--- config.mk ---
export PLATFORM = sky130hd
export DESIGN_NAME = psum_ofifo_flat
export DESIGN_NICKNAME = d
export VERILOG_FILES = /design/src/rtl/psum_ofifo_pkg.sv /design/src/rtl/psum_ofifo_if.sv /design/src/rtl/psum_ofifo_fifo_lane.sv /design/src/rtl/psum_ofifo.sv /design/src/flat_wrapper.sv
export SDC_FILE = /design/constraint.sdc
export NUM_CORES = 2
export LEC_CHECK = 0
export ABC_AREA = 1
export BUFFER_PORTS_ARGS = -buffer_cell sky130_fd_sc_hd__buf_2
export CAP_MARGIN = 20
export CELL_PAD_IN_SITES_DETAIL_PLACEMENT = 1
export CELL_PAD_IN_SITES_GLOBAL_PLACEMENT = 1
export CORE_UTILIZATION = 35
export CTS_BUF_LIST = sky130_fd_sc_hd__clkbuf_4
export CTS_CLUSTER_SIZE = 40
export DETAILED_ROUTE_END_ITERATION = 8
export HOLD_SLACK_MARGIN = 0.12
export PLACE_DENSITY_LB_ADDON = 0.25
export SYNTH_ARGS = -nofsm -noshare
export SYNTH_HDL_FRONTEND = slang
export SYNTH_SLANG_ARGS = --single-unit
--- constraint.sdc ---
create_clock -name clk -period 8.5 [get_ports clk]
set_clock_uncertainty 0.05 [all_clocks]
set_input_delay 1.7 -clock clk [delete_from_list [all_inputs] [get_ports clk]]
set_output_delay 1.7 -clock clk [all_outputs]
set_load 0.01 [all_outputs]
--- src/rtl/psum_ofifo_pkg.sv ---
// Default geometry for the psum output collector.
// The core top level normally overrides these through parameters.
package psum_ofifo_pkg;
   localparam int unsigned COL_DEF     = 8;
   localparam int unsigned BW_PSUM_DEF = 22;
   localparam int unsigned DEPTH_DEF   = 16;
endpackage

--- src/rtl/psum_ofifo_if.sv ---
// Psum write bus, row read handshake and status flags of the output collector.
interface psum_ofifo_if
   import psum_ofifo_pkg::*;
#(
   parameter int unsigned col     = COL_DEF,
   parameter int unsigned bw_psum = BW_PSUM_DEF
);
   logic [col*bw_psum-1:0] in;
   logic [col-1:0]         wr;
   logic                   rd;
   logic                   o_valid;
   logic                   o_full;
   logic                   o_empty;
   logic [col*bw_psum-1:0] out;
   logic                   out_vld;
   logic                   o_overflow;
   logic                   o_underflow;

   // master: MAC array plus downstream reader; slave: the collector
   modport master (
      output in, wr, rd,
      input  o_valid, o_full, o_empty, out, out_vld, o_overflow, o_underflow
   );
   modport slave (
      input  in, wr, rd,
      output o_valid, o_full, o_empty, out, out_vld, o_overflow, o_underflow
   );
endinterface

--- src/rtl/psum_ofifo_fifo_lane.sv ---
// Single-lane circular buffer with extended pointers; exposes full/empty/head.
// A write into a full lane is accepted only when the same cycle pops.
module fifo_lane #(
   parameter int unsigned depth = 16,
   parameter int unsigned bw    = 22
) (
   input  logic          clk,
   input  logic          reset,
   input  logic          wr,
   input  logic          pop,
   input  logic [bw-1:0] din,
   output logic          full_c,
   output logic          empty_c,
   output logic          drop_c,
   output logic [bw-1:0] head_c
);
   localparam int unsigned ptr_w = $clog2(depth);
   localparam logic [ptr_w:0] ptr_one = (ptr_w+1)'(1);

   logic [ptr_w:0] wptr;
   logic [ptr_w:0] rptr;
   logic [bw-1:0]  mem [depth];
   logic           wr_en;

   assign empty_c = (wptr == rptr);
   assign full_c  = (wptr[ptr_w-1:0] == rptr[ptr_w-1:0]) && (wptr[ptr_w] != rptr[ptr_w]);
   assign wr_en   = wr && (!full_c || pop);
   assign drop_c  = wr && full_c && !pop;
   assign head_c  = mem[rptr[ptr_w-1:0]];

   always_ff @(posedge clk or posedge reset) begin
      if (reset) begin
         wptr <= '0;
         rptr <= '0;
      end else begin
         if (wr_en) wptr <= wptr + ptr_one;
         if (pop)   rptr <= rptr + ptr_one;
      end
   end

   // storage needs no reset; the pointers define what is live
   always_ff @(posedge clk) begin
      if (wr_en) mem[wptr[ptr_w-1:0]] <= din;
   end
endmodule

--- src/rtl/psum_ofifo.sv ---
// Output-side psum collector: buffers skewed per-column writes per lane and
// pops them as aligned rows once every lane has data.
module psum_ofifo
   import psum_ofifo_pkg::*;
#(
   parameter int unsigned col     = COL_DEF,
   parameter int unsigned bw_psum = BW_PSUM_DEF,
   parameter int unsigned depth   = DEPTH_DEF
) (
   input logic         clk,
   input logic         reset,
   psum_ofifo_if.slave bus
);
   logic [col-1:0]         full_c;
   logic [col-1:0]         empty_c;
   logic [col-1:0]         drop_c;
   logic [col*bw_psum-1:0] head_row_c;
   logic                   pop_c;
   logic                   valid_c;

   logic [col*bw_psum-1:0] out_q;
   logic                   out_vld_q;
   logic                   overflow_q;
   logic                   underflow_q;

   for (genvar i = 0; i < int'(col); i++) begin : g_lane
      fifo_lane #(
         .depth (depth),
         .bw    (bw_psum)
      ) u_lane (
         .clk     (clk),
         .reset   (reset),
         .wr      (bus.wr[i]),
         .pop     (pop_c),
         .din     (bus.in[i*bw_psum +: bw_psum]),
         .full_c  (full_c[i]),
         .empty_c (empty_c[i]),
         .drop_c  (drop_c[i]),
         .head_c  (head_row_c[i*bw_psum +: bw_psum])
      );
   end

   // status depends on registered pointers only
   assign valid_c = ~|empty_c;
   assign pop_c   = bus.rd && valid_c;

   always_ff @(posedge clk or posedge reset) begin
      if (reset) begin
         out_q       <= '0;
         out_vld_q   <= 1'b0;
         overflow_q  <= 1'b0;
         underflow_q <= 1'b0;
      end else begin
         out_vld_q <= pop_c;
         if (pop_c) out_q <= head_row_c;
         if (|drop_c) overflow_q <= 1'b1;
         if (bus.rd && !valid_c) underflow_q <= 1'b1;
      end
   end

   assign bus.o_valid     = valid_c;
   assign bus.o_full      = |full_c;
   assign bus.o_empty     = &empty_c;
   assign bus.out         = out_q;
   assign bus.out_vld     = out_vld_q;
   assign bus.o_overflow  = overflow_q;
   assign bus.o_underflow = underflow_q;
endmodule
--- src/flat_wrapper.sv ---
// flat-port wrapper written by rule: the top's interface ports become plain ports
module psum_ofifo_flat import psum_ofifo_pkg::*;
#(
   parameter int unsigned col     = COL_DEF,
   parameter int unsigned bw_psum = BW_PSUM_DEF,
   parameter int unsigned depth   = DEPTH_DEF
)
  (clk, reset, bus_in, bus_wr, bus_rd, bus_o_valid, bus_o_full, bus_o_empty, bus_out, bus_out_vld, bus_o_overflow, bus_o_underflow);
  psum_ofifo_if #(.col(col), .bw_psum(bw_psum)) bus_i ();
  input logic clk;
  input logic reset;
  input wire logic [$bits(bus_i.in)-1:0] bus_in;
  input wire logic [$bits(bus_i.wr)-1:0] bus_wr;
  input wire logic [$bits(bus_i.rd)-1:0] bus_rd;
  output wire logic [$bits(bus_i.o_valid)-1:0] bus_o_valid;
  output wire logic [$bits(bus_i.o_full)-1:0] bus_o_full;
  output wire logic [$bits(bus_i.o_empty)-1:0] bus_o_empty;
  output wire logic [$bits(bus_i.out)-1:0] bus_out;
  output wire logic [$bits(bus_i.out_vld)-1:0] bus_out_vld;
  output wire logic [$bits(bus_i.o_overflow)-1:0] bus_o_overflow;
  output wire logic [$bits(bus_i.o_underflow)-1:0] bus_o_underflow;
  assign bus_i.in = bus_in;
  assign bus_i.wr = bus_wr;
  assign bus_i.rd = bus_rd;
  assign bus_o_valid = bus_i.o_valid;
  assign bus_o_full = bus_i.o_full;
  assign bus_o_empty = bus_i.o_empty;
  assign bus_out = bus_i.out;
  assign bus_out_vld = bus_i.out_vld;
  assign bus_o_overflow = bus_i.o_overflow;
  assign bus_o_underflow = bus_i.o_underflow;
  psum_ofifo #(.col(col), .bw_psum(bw_psum), .depth(depth)) u_core (.clk(clk), .reset(reset), .bus(bus_i));
endmodule
# Word-level counts from Yosys, hierarchy flattened
# Memories as Yosys holds them, arrays and structs flattened. A register that Yosys moved wholly into a read port is not among the register bits.
# Cells that the tools add are included.
# classes
n_reduce_logical	56
mux	16
add_sub_neg	16
eq_ne	24
# op_table
op	n
$add 5x1->5 const B	16
$eq 5x5->1	8
$logic_and 1x1->1	34
$eq 4x4->1	8
$reduce_or 8->1	3
$mux 1	16
$logic_not 1->1	10
$logic_or 1x1->1	8
$ne 1x1->1	8
$reduce_and 8->1	1
# totals
inputBits	187
memories	8
out_inout_bits	182
register_bits	83
ramBits	2816
# memory_table
name	depth	width	rd	rd_ports_with_merged_regs	wr	line	text
u_core.g_lane[0].u_lane.mem	16	22	1	1	1	psum_ofifo_fifo_lane.sv:22	logic [bw-1:0] mem [depth];
u_core.g_lane[1].u_lane.mem	16	22	1	1	1	psum_ofifo_fifo_lane.sv:22	
u_core.g_lane[2].u_lane.mem	16	22	1	1	1	psum_ofifo_fifo_lane.sv:22	
u_core.g_lane[3].u_lane.mem	16	22	1	1	1	psum_ofifo_fifo_lane.sv:22	
u_core.g_lane[4].u_lane.mem	16	22	1	1	1	psum_ofifo_fifo_lane.sv:22	
u_core.g_lane[5].u_lane.mem	16	22	1	1	1	psum_ofifo_fifo_lane.sv:22	
+2 memories	--	--	--	--	--	--	

# Depth between registers and ports, before layout
# logic_depth
word_depth	8
depth_mapped	15

# Cells and area by module
# Synthesis repeated with hierarchy kept, for this count alone.
# hier_totals
hier_cells	10213
hier_area_um2	124162.8
# by_module_without_submodules
mod	cells_each	seq_area_each_um2	instances	area_per_inst_um2
fifo_lane at u_core.g_lane[1].u_lane ...	1178	10820.4	5	14634.0
fifo_lane at u_core.g_lane[6].u_lane	1178	10820.4	1	14660.3
fifo_lane at u_core.g_lane[7].u_lane	1178	10820.4	1	14659.1
fifo_lane at u_core.g_lane[0].u_lane	1179	10820.4	1	14621.5
psum_ofifo	788	4479.3	1	7051.8

# Worst setup path before layout
# OpenSTA, ideal clock, no wires.
# synth_timing
path_kind	input-to-reg
startpoint	input port bus_rd
endpoint	memory u_core.g_lane[4].u_lane.mem[10][0] (enable)
required_time_ps	8049
setup_ps	401
t_arrival_ps	3195
setup_slack_ps	4854
path_stages	6
cell_sequence	nand3_4 -> buf_12 -> nand2_4 -> nand2_2 -> buf_6 -> nor2_1
# synth_via
elab_chain_len	5
# synth_rtl
element	line	text
start, declared	flat_wrapper.sv:14	input wire logic [$bits(bus_i.rd)-1:0] bus_rd;
$logic_and 1x1->1	psum_ofifo.sv:45	assign pop_c = bus.rd && valid_c;
$logic_or 1x1->1	psum_ofifo_fifo_lane.sv:27	assign wr_en = wr && (!full_c || pop);
$logic_and 1x1->1	psum_ofifo_fifo_lane.sv:27	
$mux 1	psum_ofifo_fifo_lane.sv:43	if (wr_en) mem[wptr[ptr_w-1:0]] <= din;
$mux 1 (not written as such)	psum_ofifo_fifo_lane.sv:43	
end, declared	psum_ofifo_fifo_lane.sv:22	
# No other way between the ends.

# Worst setup path in the final report
# layout_timing
startpoint	register u_core.g_lane[2].u_lane.rptr[0]
endpoint	output port bus_o_empty
# layout_via
elab_chain_len	2
# layout_rtl
element	line	text
start, declared	psum_ofifo_fifo_lane.sv:21	logic [ptr_w:0] rptr;
start signal, assigned	psum_ofifo_fifo_lane.sv:37	if (pop) rptr <= rptr + ptr_one;
$eq 5x5->1	psum_ofifo_fifo_lane.sv:25	assign empty_c = (wptr == rptr);
$reduce_and 8->1	psum_ofifo.sv:63	assign bus.o_empty = &empty_c;
end, declared	flat_wrapper.sv:17	output wire logic [$bits(bus_i.o_empty)-1:0] bus_o_empty;
# No other way between the ends.

==> flow_summary.json <==
{
  "slew_violations": 0,
  "seq_area_mm2": 0.0911,
  "first_pass_iters": 5,
  "hold_viol_final": 0,
  "tightestPinTransition_ns": 1.14,
  "htreeDepth": 6,
  "die_y_um": 590,
  "seq_area_frac_synth_pct": 75.3,
  "path_clk_slew_ns": 0.08,
  "relSlewSlack_pct": 23.8,
  "cts_sinks": 3075,
  "ctsResizeCount": 0,
  "cp.arrival_ns": 4.59,
  "fin_cells": 15300,
  "post_drt_wl_per_cell_um": 24.2,
  "port_buffers": 368,
  "drt-total-wl_mm": 371,
  "syn2layout_area_growth_pct": 14.8,
  "max_stage_delay_ns": 1.02,
  "cp_max_fo": 93,
  "vias_per_cell": 5.25,
  "postSynthAreaPerCell_um2": 13.0,
  "crit_slowest_cell": "dfrtp_4",
  "fmax_ghz": 0.158,
  "antenna_found_initial": 56,
  "fin_crit_ns": 6.34,
  "synth.largest_area_cell": "edfxtp_1",
  "crit_chain": "inv_4 -> nand2_1 -> nand2_1 -> nor2_1 -> nand3_1 -> nor4_1 -> buf_2 -> and2_1 -> buf_2",
  "dp_hpwl_mm": 217,
  "finalPower_mw": 49.3,
  "grt-ovfl-total": 0,
  "gp_congestion": 0.811,
  "core_area_mm2": 0.344,
  "vias": 80400,
  "yosysMostFrequentCell": "edfxtp_1",
  "layout-drive-gt1-share_pct": 19.5,
  "fp-row-count": 215,
  "io_pins": 369,
  "hold_buffers": 1,
  "setup.worst_path.end_class": "output pin",
  "cts_buffer_depth": 4,
  "ys_async_sr_fraction_pct": 8.42,
  "yosys.area.top_type_share_pct": 69.9,
  "required_ns": 6.75,
  "multi_input_area_mm2": 0.0271,
  "finalSetupViolations": 0,
  "timing.final.crit_share_pct": 74.6,
  "synth_flop_cell": "edfxtp_1",
  "syn_inst": 9300,
  "yosysWarningCount": 0,
  "mappedNetlistNets": 9527,
  "route.detailed.drc": 0,
  "nets": 10300,
  "die-area_mm2": 0.348,
  "numCtsBuffers": 815,
  "p_leak_nw": 47.9,
  "dp_cells": 13800,
  "finalSetupTns_ns": 0,
  "min_path_type": "reg2reg",
  "detailed_place.area_mm2": 0.128,
  "post_cts_buffers": 0,
  "start_util_pct": 35.2,
  "grt_first_pass_wirelength_mm": 547,
  "synth_edf_count": 2816,
  "first_global_vias": 84700,
  "ir_worst_vdd_mv": 0.238,
  "clockRootBuffer": "clkbuf_4",
  "fillers": 36300,
  "hold_ws_ns": 0.426,
  "synth_commonest_cells": "2816 x edfxtp_1, 1602 x nor2_1, 1419 x o21ai_0, 1215 x nand2_1, 462 x clkbuf_1",
  "cts_tree": "built",
  "synth-seq-cells": 3075,
  "detail-route-antenna-nets": 0,
  "grtUsageTotal_pct": 20.8,
  "die_w_um": 590,
  "synthesis.area_mm2": 0.121,
  "final_cell_area_mm2": 0.139,
  "start_kind": "register",
  "status": "finished, final reports clean",
  "synthTopCellsByArea": "edfxtp_1 70%, o21ai_0 5.9%, dfrtp_1 5.4%",
  "p_per_area_mw_per_mm2": 355,
  "clk_latency_ns": 1.56,
  "rsz0062_at_grt": "no",
  "first_iter_violations": 5765,
  "grt_max_degree": 120,
  "crit_type": "reg2out",
  "cap_violations": 0,
  "yosysUniqueCellTypes": 37
}
-- final timing paths --
kind / start / endpoint / slack, ns / depth (start not counted)
worst min register to register: u_core.bus.out[98]$_DFFE_PP0N_ / u_core.bus.out[98]$_DFFE_PP0N_ / 0.43 / 2
max in group asynchronous: reset / u_core.g_lane[2].u_lane.rptr[1]$_DFFE_PP0N_ / 6.09 / 5
worst max register to register: u_core.g_lane[3].u_lane.rptr[0]$_DFFE_PP0N_ / u_core.g_lane[4].u_lane.mem[7][17]$_DFFE_PP_ / 2.98 / 12
worst min-delay path: u_core.bus.out[98]$_DFFE_PP0N_ / u_core.bus.out[98]$_DFFE_PP0N_ / 0.43 / 2
worst max-delay path: u_core.g_lane[2].u_lane.rptr[0]$_DFFE_PP0N_ / bus_o_empty / 2.16 / 9
min in group asynchronous: reset / u_core.bus.out[117]$_DFFE_PP0N_ / 0.64 / 3
-- layer usage --
metal | vias up | share of wire, % | track usage, % | routed length [um]
met2 | 2197 | 49 | 34.8 | 180000
met5 | - | 0.037 | 0 | 137
li1 | 36300 | - | - | -
met4 | 20 | 2.8 | 7.06 | 10400
met3 | 651 | 5.3 | 3.65 | 19500
met1 | 41200 | 43 | 27.3 | 161000
-- kinds of logic after synthesis --
| logic type | count (synthesis) | synth area share, % |
|---|---|---|
| adder cells (fa/ha/maj) | 40 | 0.414 |
| buffers and inverters | 716 | 2.67 |
| XOR/XNOR | 55 | 0.423 |
| AO/OA/AOI/OAI | 2139 | 10.5 |
| AND/OR/NAND/NOR | 3275 | 10.7 |
| flip-flops | 3075 | 75.3 |
-- critical path: cells and delay by family, from the launching register on --
family,cells,cell delay (ns)
flops,1,1.02
simple gates,6,1.17
buf+inv,3,0.73
-- stage by stage --
| step | util [%] | worst slack, ns |
|---|---|---|
| CTS | 40.4 | 1.87 |
| floorplan | - | 3.34 |
| detailed placement | 37.2 | 2.71 |
| global placement | 37.1 | 2.73 |
| finish | 40.4 | 2.16 |
| global route | 40.4 | 1.86 |
-- power by group --
part / switching, mW / leakage, nW / internal, mW
clock: 6.36 / 6.44 / 7.05
sequential: 1.11 / 28.6 / 18.3
combinational: 12.1 / 12.8 / 4.29
total: 19.6 / 47.9 / 29.7
-- state kept, by name (all words and copies together), names as in the netlist --
register / cells
u_core.bus.o_underflow: 1
u_core.g_lane.u_lane.rptr: 40
u_core.bus.out_vld: 1
u_core.g_lane.u_lane.mem: 2816
u_core.g_lane.u_lane.wptr: 40
u_core.bus.o_overflow: 1
u_core.bus.out: 176
-- layout make-up --
type	instances	area share (%)
Antenna cell	34	0.0613
Clock buffer	1237	6.69
Clock inverter	255	1.12
Inverter	85	0.269
Multi-Input combinational cell	5509	19.5
Sequential cell	3075	65.6
Tap cell	4557	4.11
Timing Repair Buffer	564	2.68
-- layout by cell type (no fill, tap or decap), types with 22 or more instances in the layout --
cell type,count
edfxtp_1,2816
nor2_1,1483
o21ai_0,1419
clkbuf_4,1237
nand2_1,1215
o221ai_1,427
nand3_1,410
buf_2,370
o22ai_1,277
dfrtp_1,241
clkinv_1,166
buf_4,158
nor2_2,119
inv_1,57
ha_1,40
diode_2,34
clkinv_2,32
xor2_1,28
xnor2_1,23
buf_8,22
Note: power is estimated with default switching activity, not from simulation.
